## src/rtl/int_divider_pkg.sv

```systemverilog
// Shared execute-stage constants for the sequential divider: step count, state encoding
// and a decoder that names the current phase of the step counter.
package int_divider_pkg;

  localparam int DIV_STATE_W = 6;
  localparam logic [DIV_STATE_W-1:0] DIV_STEPS = 6'd32;
  localparam logic [DIV_STATE_W-1:0] DIV_DONE  = 6'd33;

  typedef enum logic [1:0] {
    PH_LOAD,
    PH_STEP,
    PH_DONE,
    PH_OVER
  } div_phase_e;

  function automatic div_phase_e divPhase(input logic [DIV_STATE_W-1:0] s);
    if (s == '0)
      return PH_LOAD;
    else if (s <= DIV_STEPS)
      return PH_STEP;
    else if (s == DIV_DONE)
      return PH_DONE;
    else
      return PH_OVER;
  endfunction

endpackage

```

## src/rtl/int_divider.sv

```systemverilog
// Restoring 32-bit divider for the DIV instruction: unsigned, or floored signed with a
// positive divisor. One quotient bit per clock while the CPU is held in stall.
module int_divider
  import int_divider_pkg::*;
(
  input  logic        clk,
  input  logic        rst,
  input  logic        run,
  input  logic        u,
  input  logic [31:0] x,
  input  logic [31:0] y,
  output logic        stall,
  output logic [31:0] quot,
  output logic [31:0] rem
);

  logic [DIV_STATE_W-1:0] sQ, sD;
  logic [31:0]            qQ, qD;
  logic [31:0]            rQ, rD;
  logic                   negQ, negD;

  div_phase_e  phase;
  logic [31:0] shifted;
  logic [32:0] diff;

  always_ff @(posedge clk or posedge rst) begin
    if (rst) begin
      sQ   <= '0;
      qQ   <= '0;
      rQ   <= '0;
      negQ <= 1'b0;
    end else begin
      sQ   <= sD;
      qQ   <= qD;
      rQ   <= rD;
      negQ <= negD;
    end
  end

  // LOAD runs whenever the counter sits at zero, so the dividend is always freshly captured
  // before the first step; counts past DONE simply hold the datapath.
  always_comb begin
    phase   = divPhase(sQ);
    sD      = run ? sQ + 6'd1 : '0;
    qD      = qQ;
    rD      = rQ;
    negD    = negQ;
    shifted = {rQ[30:0], qQ[31]};
    diff    = {1'b0, shifted} - {1'b0, y};

    case (phase)
      PH_LOAD: begin
        negD = u & x[31];
        qD   = (u & x[31]) ? -x : x;
        rD   = '0;
      end
      PH_STEP: begin
        if (!diff[32]) begin
          rD = diff[31:0];
          qD = {qQ[30:0], 1'b1};
        end else begin
          rD = shifted;
          qD = {qQ[30:0], 1'b0};
        end
      end
      default: begin
      end
    endcase
  end

  // Negative dividends were divided as magnitudes; fold the result back to floored form.
  always_comb begin
    stall = run & (sQ != DIV_DONE);
    quot  = qQ;
    rem   = rQ;
    if (negQ) begin
      if (rQ == '0) begin
        quot = -qQ;
        rem  = '0;
      end else begin
        quot = ~qQ;
        rem  = y - rQ;
      end
    end
  end

endmodule

```

## config.mk

```make
export PLATFORM = sky130hd
export DESIGN_NAME = int_divider
export DESIGN_NICKNAME = d
export VERILOG_FILES = /design/src/rtl/int_divider_pkg.sv /design/src/rtl/int_divider.sv
export SDC_FILE = /design/constraint.sdc
export NUM_CORES = 1
export LEC_CHECK = 0
export CAP_MARGIN = 10
export CORE_MARGIN = 2
export CORE_UTILIZATION = 39
export CTS_BUF_LIST = sky130_fd_sc_hd__clkbuf_4 sky130_fd_sc_hd__clkbuf_8 sky130_fd_sc_hd__clkbuf_16
export DETAILED_ROUTE_END_ITERATION = 8
export DONT_BUFFER_PORTS = 1
export GPL_TIMING_DRIVEN = 0
export PLACE_DENSITY = 0.61
export SLEW_MARGIN = 25
export SYNTH_ARGS = -nofsm -noshare
export SYNTH_HDL_FRONTEND = slang
export SYNTH_SLANG_ARGS = --single-unit
```

## constraint.sdc

```tcl
create_clock -name clk -period 8.2 [get_ports clk]
set_input_delay 2.46 -clock clk [delete_from_list [all_inputs] [get_ports clk]]
set_output_delay 2.46 -clock clk [all_outputs]
set_load 0.01 [all_outputs]
```

==> results.toml <==
[clock_network]
cts_tree = "built"
cts_hold_buf = 0
htreeDepth = 3
post_cts_buffers = 0
clk_latency_ns = 0.34
cts_resized = 0
clk_path_buf_depth = 2
cts_made_buffers = 9
clkSinkCount = 71
cts_root_buf = "clkbuf_16"
clk_pin_slew_ns = 0.06

[critical_path]
rrSetupSlack_ns = 4.17
cp-startpoint = "y[1]"
cp-end-kind = "primary output"
path_class = "primary input to primary output"
critPathRequiredTime_ns = 5.74
worstPathArrival_ns = 5.54
path_max_fanout = 4
reg2regPathDepth = 16
worstReg2RegStart = "qQ[31]$_DFFE_PP0P_"
rr_endpoint = "rQ[12]$_DFFE_PP0P_"
critPathLaunchType = "primary input"
endpoint = "rem[31]"

[floorplan]
initial_core_util_pct = 39.6
die_h_um = 150
core_region_area_sq_um = 21000
io_pins = 133
die_area_sq_um = 22400
placementRows = 53
dieWidth_um = 150

[drt]
drt-total-wl_mm = 25.8
via_count = 8115
wire_per_inst_um = 18.4
firstDrtPassIters = 5
drt-initial-drc-count = 472
route.met2.wl_mm = 11.4
drcViolationCount = 0
wl_met3_mm = 1.83
viasPerCell = 5.80
ant_nets = 0
highest_layer = "met4"
met1_length_mm = 12.0

[timing]
max_freq_mhz = 125
setup_viol_count_final = 0
hold_viol_final = 0
whs_ns = 0.530
period_share_pct = 97.5
rsz0062_at_grt = "false"
slew_headroom_pct = 42.6
worst_pin_slew_ns = 0.858
skew_ns = 0.0100
fin_tns_setup_ns = 0
finalMaxSlewViolations = 0
setup_slack_ns = 0.203
period_minus_slack_ns = 8.00

[power]
internal_power_mw = 0.843
switching_share_pct = 40.7
power_frac_seq_pct = 32.1
peakVddDrop_mv = 0.115
comb_power_share_pct = 37.9
p_leak_nw = 3.74
cellPowerDensity_nw_per_um2 = 158
clkPwrFrac_pct = 30.1
p_switching_mw = 0.578

[global_route]
gr-total-overflow = 0
grt_max_degree = 52
grt_pass1_vias = 7736
grt_pass1_wl_mm = 40.5
grt_usage_pct = 22.5
antenna_found_initial = 0

[cells_and_area]
final_core_util_pct = 43.0
diodes = 0
drive_gt1_share_pct = 3.73
fill_cells = 2187
nets = 1258
final_cell_area_sq_um = 9010
area_delta_synth_final_pct = 8.61

[synth]
synth_common_cells = "nand2_1 (112), a21oi_1 (100), inv_1 (88)"
yosysTopAreaCellShare_pct = 21.4
synth_top_flop_cell = "dfrtp_1"
synth_most_common_cell = "nand2_1"
syn_inst = 1108
syn_area_sq_um = 8290
yosys.area.top_type = "dfrtp_1"
synthArstFlopShare_pct = 100
ys_ff_latch = 71
yosysSeqAreaShare_pct = 21.4
synth.distinct_cells = 75
avgSynthCellArea_sq_um = 7.48
synth_area_leaders = "dfrtp_1 (21%), ha_1 (10%), xnor2_1 (7.1%), a21oi_1 (6.0%), xor2_1 (5.3%)"
yosys_warnings = 0
synth-edff-count = 0
syn_nets = 1246

[outcome]
status = "finished, final reports clean"

[placement]
port_buffers = 0
gp_congestion = 0.892
pre_cts_slack_ns = 0.0114
dpl.hpwl_mm = 20.3
place_area_sq_um = 8670

[flow_run]
maxCapViolations = 0

[min_path]
hp-class = "register to register"
hp-start = "sQ[0]$_DFF_PP0_"
==> registers in the layout, indices dropped and copies added, names as in the netlist <==
signal / count
negQ: 1
qQ: 32
rQ: 32
sQ: 6
==> worst max-delay path, stage by stage <==
cell      delay [ns]
ha_1            0.26
nor2b_1         0.13
o21ai_2         0.15
a21oi_2         0.10
nor4_2          0.20
nor2_1          0.13
a311o_1         0.43
a31o_1          0.30
a41oi_4         0.30
o21ai_2         0.13
a311oi_2        0.39
mux2_1          0.37
o311ai_1        0.16
==> metal layers <==
metal	global-route usage, %	vias to the layer above
li1	-	4044
met1	30.8	3802
met2	35.7	245
met3	5.52	24
met4	5.24	0
met5	0	-
==> area by class of cell <==
cell class / count / area (sq um) / area share (%)
clock inverters: 7 / 97.6 / 1.08
plain buffers: 52 / 206 / 2.29
inverters: 88 / 333 / 3.69
flip-flops and latches: 71 / 1780 / 19.7
clock buffers: 9 / 225 / 2.50
repair buffers: 1 / 27.5 / 0.306
multi-input cells: 897 / 6000 / 66.6
well taps: 275 / 344 / 3.82
==> kinds of logic (layout without fill, tap and decap cells) <==
family | count (synthesis) | in the layout | synth area share (%)
fa+ha+maj | 70 | 70 | 10.7
mux | 4 | 4 | 0.498
flops | 71 | 71 | 21.4
compound gates | 399 | 399 | 30.6
xor+xnor | 117 | 117 | 12.4
simple gates | 307 | 307 | 17.9
buf+inv | 140 | 157 | 6.47
==> per-stage QoR <==
step	total power [mW]	cells
floorplan	0.848	1108
global placement	0.987	1383
detailed placement	0.994	1384
CTS	1.42	1400
global route	1.50	1400
finish	1.42	1400
==> cells in the final DEF, fill, tap and decap left out, types with 18 or more instances in the layout <==
cell      count
a21oi_1     100
nand2_1     112
a31oi_1      20
xor2_1       50
ha_1         68
nand3_1      19
a21o_1       28
nand2b_1     18
o22ai_1      45
inv_1        87
o21ai_0      84
xnor2_1      67
o31ai_1      25
clkbuf_1     41
nor2_1       67
o211ai_1     21
dfrtp_1      71
==> worst min-delay path by stage <==
| stage | endpoint | slack (ns) | depth (start not counted) |
|---|---|---|---|
| after floorplan | sQ[0]$_DFF_PP0_ | 0.48 | 1 |
| after global placement | sQ[0]$_DFF_PP0_ | 0.51 | 1 |
| after detailed placement | sQ[0]$_DFF_PP0_ | 0.51 | 1 |
| after CTS | sQ[0]$_DFF_PP0_ | 0.52 | 1 |
| after global routing | sQ[0]$_DFF_PP0_ | 0.54 | 1 |
| final | sQ[0]$_DFF_PP0_ | 0.53 | 1 |
==> power by group through the flow <==
| stage | Sequential (mW) | Clock, mW | Combinational [mW] |
|---|---|---|---|
| final | 0.456 | 0.427 | 0.538 |
| after global routing | 0.462 | 0.444 | 0.595 |
| after CTS | 0.454 | 0.430 | 0.538 |
| after detailed placement | 0.460 | 0 | 0.534 |
| after global placement | 0.459 | 0 | 0.528 |
| after floorplan | 0.444 | 0 | 0.405 |
(Power assumes the default switching activity.)
